--- config.mk ---
export PLATFORM = sky130hd
export DESIGN_NAME = dugum_listeleyici
export DESIGN_NICKNAME = d
export VERILOG_FILES = /design/src/rtl/dugum_listeleyici.sv
export SDC_FILE = /design/constraint.sdc
export NUM_CORES = 1
export LEC_CHECK = 0
export ABC_AREA = 1
export ABC_CLOCK_PERIOD_IN_PS = 5100
export CAP_MARGIN = 20
export CORE_ASPECT_RATIO = 0.7
export CORE_MARGIN = 3
export CORE_UTILIZATION = 50
export DETAILED_ROUTE_END_ITERATION = 8
export GPL_TIMING_DRIVEN = 0
export HOLD_SLACK_MARGIN = 0.08
export PLACE_DENSITY = 0.76
export SLEW_MARGIN = 20
export SYNTH_ARGS = -nofsm -noshare
export SYNTH_HDL_FRONTEND = slang
export SYNTH_SLANG_ARGS = --single-unit
--- constraint.sdc ---
create_clock -name clk -period 5.1 [get_ports clk]
set_input_delay 1.53 -clock clk [delete_from_list [all_inputs] [get_ports clk]]
set_output_delay 1.53 -clock clk [all_outputs]
set_load 0.03 [all_outputs]
--- src/rtl/dugum_listeleyici.sv ---
// Level-to-node reverse lookup: streams every node ID on a requested level in
// ascending order over a valid/ready handshake, then pulses done with the count.
module dugum_listeleyici (
    input  logic       clk,
    input  logic       rst,
    input  logic       i_istek_gecerli,
    input  logic [2:0] i_istek_seviye,
    output logic       o_istek_hazir,
    output logic       o_dugum_gecerli,
    output logic [3:0] o_dugum,
    output logic       o_dugum_son,
    input  logic       i_dugum_hazir,
    output logic       o_bitti,
    output logic       o_bos,
    output logic [4:0] o_adet
);

    localparam int unsigned DUGUM_W  = 4;
    localparam int unsigned SEVIYE_W = 3;
    localparam int unsigned MASKE_W  = 16;
    localparam int unsigned ADET_W   = 5;

    typedef enum logic [1:0] {BOSTA, GONDER, BITTI} durum_t;

    // Fixed node-level map, expressed as one node mask per level.
    function automatic logic [MASKE_W-1:0] seviye_maskesi(input logic [SEVIYE_W-1:0] s);
        logic [MASKE_W-1:0] m;
        case (s)
            3'd0:    m = 16'h0041;
            3'd1:    m = 16'h0002;
            3'd2:    m = 16'h0038;
            3'd3:    m = 16'h3F84;
            3'd4:    m = 16'hC000;
            default: m = 16'h0000;
        endcase
        return m;
    endfunction

    function automatic logic [DUGUM_W-1:0] en_dusuk(input logic [MASKE_W-1:0] m);
        logic [DUGUM_W-1:0] r;
        r = '0;
        for (int i = MASKE_W - 1; i >= 0; i--) begin
            if (m[i]) r = DUGUM_W'(i);
        end
        return r;
    endfunction

    function automatic logic tek_bit(input logic [MASKE_W-1:0] m);
        return (m != '0) && ((m & (m - MASKE_W'(1))) == '0);
    endfunction

    durum_t              r_durum;
    logic [MASKE_W-1:0]  r_maske;
    logic [ADET_W-1:0]   r_sayac;
    logic                r_dugum_gecerli;
    logic [DUGUM_W-1:0]  r_dugum;
    logic                r_dugum_son;
    logic                r_bitti;
    logic                r_bos;
    logic [ADET_W-1:0]   r_adet;

    logic [MASKE_W-1:0]  w_yeni_maske;
    logic [MASKE_W-1:0]  w_kalan;
    logic [ADET_W-1:0]   w_sayac_art;

    assign w_yeni_maske = seviye_maskesi(i_istek_seviye);
    assign w_kalan      = r_maske & (r_maske - MASKE_W'(1));
    assign w_sayac_art  = r_sayac + ADET_W'(1);

    // Ready is a pure state decode, gated by reset so it drops while rst is held.
    assign o_istek_hazir   = (r_durum == BOSTA) && !rst;
    assign o_dugum_gecerli = r_dugum_gecerli;
    assign o_dugum         = r_dugum;
    assign o_dugum_son     = r_dugum_son;
    assign o_bitti         = r_bitti;
    assign o_bos           = r_bos;
    assign o_adet          = r_adet;

    always_ff @(posedge clk) begin
        if (rst) begin
            r_durum         <= BOSTA;
            r_maske         <= '0;
            r_sayac         <= '0;
            r_dugum_gecerli <= 1'b0;
            r_dugum         <= '0;
            r_dugum_son     <= 1'b0;
            r_bitti         <= 1'b0;
            r_bos           <= 1'b0;
            r_adet          <= '0;
        end else begin
            case (r_durum)
                BOSTA: begin
                    r_bitti <= 1'b0;
                    r_bos   <= 1'b0;
                    r_adet  <= '0;
                    if (i_istek_gecerli) begin
                        r_maske <= w_yeni_maske;
                        r_sayac <= '0;
                        if (w_yeni_maske != '0) begin
                            r_durum         <= GONDER;
                            r_dugum_gecerli <= 1'b1;
                            r_dugum         <= en_dusuk(w_yeni_maske);
                            r_dugum_son     <= tek_bit(w_yeni_maske);
                        end else begin
                            r_durum <= BITTI;
                            r_bitti <= 1'b1;
                            r_bos   <= 1'b1;
                        end
                    end
                end
                GONDER: begin
                    // Outputs are loaded for the next ID, so they hold while the consumer stalls.
                    if (i_dugum_hazir) begin
                        r_maske <= w_kalan;
                        r_sayac <= w_sayac_art;
                        if (r_dugum_son) begin
                            r_durum         <= BITTI;
                            r_dugum_gecerli <= 1'b0;
                            r_dugum         <= '0;
                            r_dugum_son     <= 1'b0;
                            r_bitti         <= 1'b1;
                            r_adet          <= w_sayac_art;
                        end else begin
                            r_dugum     <= en_dusuk(w_kalan);
                            r_dugum_son <= tek_bit(w_kalan);
                        end
                    end
                end
                BITTI: begin
                    r_durum <= BOSTA;
                    r_bitti <= 1'b0;
                    r_bos   <= 1'b0;
                    r_adet  <= '0;
                end
                default: begin
                    r_durum <= BOSTA;
                end
            endcase
        end
    end

endmodule

==> impl_metrics.env <==
export IMPL_syn_nets=331
export IMPL_critical_path_peak_fanout=10
export IMPL_worst_clock_skew_ps=4.579
export IMPL_fin_ws_ps=117.8
export IMPL_initial_utilization_pct=54.61
export IMPL_number_of_maximum_capacitance_violations=0
export IMPL_port_buffer_count=20
export IMPL_syn_area_per_cell_um2=7.040
export IMPL_fp_coreArea_um2=4113
export IMPL_ant_nets=0
export IMPL_timing_fmax_mhz=200.7
export IMPL_clkLatencyLatePin_ps=300
export IMPL_min_period_ps=4982
export IMPL_top_level_ports=21
export IMPL_finalCritPeriodShare_pct=97.69
export IMPL_grt_first_pass_wirelength_mm=9.149
export IMPL_antenna_found_initial=0
export IMPL_cp_start_kind="input pin"
export IMPL_yosys_warnings=0
export IMPL_route_vias_total=2133
export IMPL_worst_endpoint_arrival_ps=3450
export IMPL_place_ws_ps=-34.18
export IMPL_synth_seq_area_share_pct=32.09
export IMPL_cts_root_buffer="sky130_fd_sc_hd__clkbuf_8"
export IMPL_detailedRoute_firstPassIterationCount=5
export IMPL_cts_root_to_sink_buffers=2
export IMPL_worst_slew_margin_rel_pct=54.14
export IMPL_timing_worst_slew_pin_value_ps=685.3
export IMPL_rsz0062_at_grt="false"
export IMPL_synthDistinctLibCells=41
export IMPL_die_w_um=86.11
export IMPL_grt_pass1_vias=1884
export IMPL_run_status="finished clean"
export IMPL_synthesis_instances=319
export IMPL_drive_gt1_share_pct=18.44
export IMPL_die_y_um=62.08
export IMPL_post_drt_wl_per_cell_um=14.14
export IMPL_place_gp_congestion=0.9173
export IMPL_grt_total_usage_pct=22.21
export IMPL_synthesis_area_um2=2246
export IMPL_area_growth_syn_to_layout_pct=16.82
export IMPL_worst_hold_path_type="flip-flop to flip-flop"
export IMPL_clk_pin_slew_ps=80
export IMPL_grt_max_degree=13
export IMPL_drt_iter0_drc=201
export IMPL_worst_ep_required_time_ps=3570
export IMPL_globalRouteOverflowTotal=0
export IMPL_dpl_hpwl_mm=4.156
export IMPL_ys_ff_latch=36
export IMPL_setup_viol_count_final=0
export IMPL_critPathCaptureType="output pin"
export IMPL_tritoncts_clock_tree="yes"
export IMPL_drt_drc_violations_left=0
export IMPL_final_hold_violation_count=0
export IMPL_report_final_slew_viol_count=0
export IMPL_timing_setup_critical_path_class="input pin to output pin"
export IMPL_tritoncts_num_sinks=36
export IMPL_finish_utilization_pct=63.80
export IMPL_fin_setup_tns_ps=0
export IMPL_totalWireLength_mm=5.642
export IMPL_num_antenna_cells=0
export IMPL_cts_buf_count=5
export IMPL_postCtsSetupRepairBufs=0
export IMPL_fp_row_count=19
export IMPL_die_area_um2=5345
export IMPL_avgViaCountPerCell=5.346
export IMPL_cts_htree_levels=2
export IMPL_layout_nets=358
flip-flops by register name (all words and copies together), names as in the netlist:
name,count
o_dugum,4
o_bitti,1
o_dugum_son,1
o_bos,1
o_adet,5
r_sayac,5
o_dugum_gecerli,1
r_maske,16
r_durum,2
path summary, 6_finish.rpt:
path	slack [ps]	startpoint	cells after the start	end
max	120	rst	5	o_istek_hazir
min	470	o_adet[3]	2	o_adet[3]
max reg2reg	2790	r_durum[1]	11	o_dugum_son
min reg2reg	470	o_adet[3]	2	o_adet[3]
cells in the mapped netlist (all sizes together):
cell type,count,area share (%)
a22o,1,0.39
or2,7,1.9
clkinv,1,0.17
o21ai,29,7.5
a211oi,2,0.67
buf,2,0.39
o211ai,1,0.33
a2111oi,2,1.1
a21oi,31,7.7
ha,5,2.8
nand4,1,0.28
nor2,43,11
o211a,1,0.45
nand2,81,16
nand3,14,3.3
inv,35,5.8
dfxtp,36,32
a22oi,1,0.33
a31oi,3,0.84
nor3,6,1.6
o311ai,1,0.39
xnor2,2,0.78
xor2,1,0.39
clkbuf,6,1.0
o221ai,1,0.39
a221oi,6,2.3
cell families after synthesis:
group                    share of synthesized area (%)
AO/OA/AOI/OAI                                    22.40
XOR/XNOR                                         1.170
adder cells (fa/ha/maj)                          2.786
buffers and inverters                            7.409
flip-flops                                       32.09
AND/OR/NAND/NOR                                  34.15
critical path: stages:
cell	delay (ps)
sky130_fd_sc_hd__clkdlybuf4s50_1	500
sky130_fd_sc_hd__clkbuf_1	410
sky130_fd_sc_hd__clkbuf_2	340
sky130_fd_sc_hd__nor2_1	80
sky130_fd_sc_hd__clkdlybuf4s50_1	590
layout by cell type (no fill, tap or decap), types with 2 or more instances in the layout:
cell type / netlist / final
sky130_fd_sc_hd__nor3_1: 5 / 5
sky130_fd_sc_hd__nand2_1: 65 / 65
sky130_fd_sc_hd__nand3_1: 13 / 13
sky130_fd_sc_hd__dfxtp_1: 36 / 36
sky130_fd_sc_hd__inv_2: 8 / 8
sky130_fd_sc_hd__a221oi_1: 6 / 6
sky130_fd_sc_hd__o21ai_0: 24 / 24
sky130_fd_sc_hd__a211oi_1: 2 / 2
sky130_fd_sc_hd__nor2_4: 6 / 6
sky130_fd_sc_hd__clkbuf_8: 0 / 5
sky130_fd_sc_hd__ha_1: 5 / 5
sky130_fd_sc_hd__a31oi_1: 3 / 3
sky130_fd_sc_hd__nor2_2: 6 / 6
sky130_fd_sc_hd__or2_2: 7 / 7
sky130_fd_sc_hd__a21oi_1: 28 / 28
sky130_fd_sc_hd__nand2_2: 11 / 11
sky130_fd_sc_hd__a21oi_2: 2 / 2
sky130_fd_sc_hd__nand2_4: 5 / 5
sky130_fd_sc_hd__o21ai_2: 3 / 3
sky130_fd_sc_hd__clkdlybuf4s50_1: 0 / 20
sky130_fd_sc_hd__clkbuf_1: 6 / 5
sky130_fd_sc_hd__nor2_1: 30 / 30
sky130_fd_sc_hd__xnor2_1: 2 / 2
sky130_fd_sc_hd__inv_1: 27 / 27
metal layers:
layer / wire length, um / global-route usage (%)
met5: 0 / 0
met1: 3034 / 35.51
met4: 49 / 6.998
met2: 2102 / 28.32
met3: 456 / 5.007
per-stage QoR:
stage | hold WS [ps] | std cells | instance area, um2
finish | 471.1 | 399 | 2624
global route | 495.9 | 399 | 2624
CTS | 470.9 | 399 | 2624
detailed placement | 458.0 | 391 | 2511
global placement | 453.5 | 391 | 2511
floorplan | 455.9 | 319 | 2246
repair_timing:
| item | in CTS | in global routing |
|---|---|---|
| resized for setup | 1 | 0 |
| hold buffers | 0 | 0 |
| endpoints found under the setup margin | 1 | 0 |
cell type report:
| cell class | count | area (um2) |
|---|---|---|
| Inverter | 36 | 135.1 |
| Buffer | 8 | 32.53 |
| Clock inverter | 3 | 42.54 |
| Sequential cell | 36 | 720.7 |
| Multi-Input combinational cell | 239 | 1359 |
| Clock buffer | 5 | 68.82 |
| Timing Repair Buffer | 20 | 200.2 |
| Fill cell | 384 | 1489 |
| Tap cell | 52 | 65.06 |
Power is left out: the tool's default activity adds up to more than one toggle a clock period on the data nets, which glitch-free logic cannot reach.
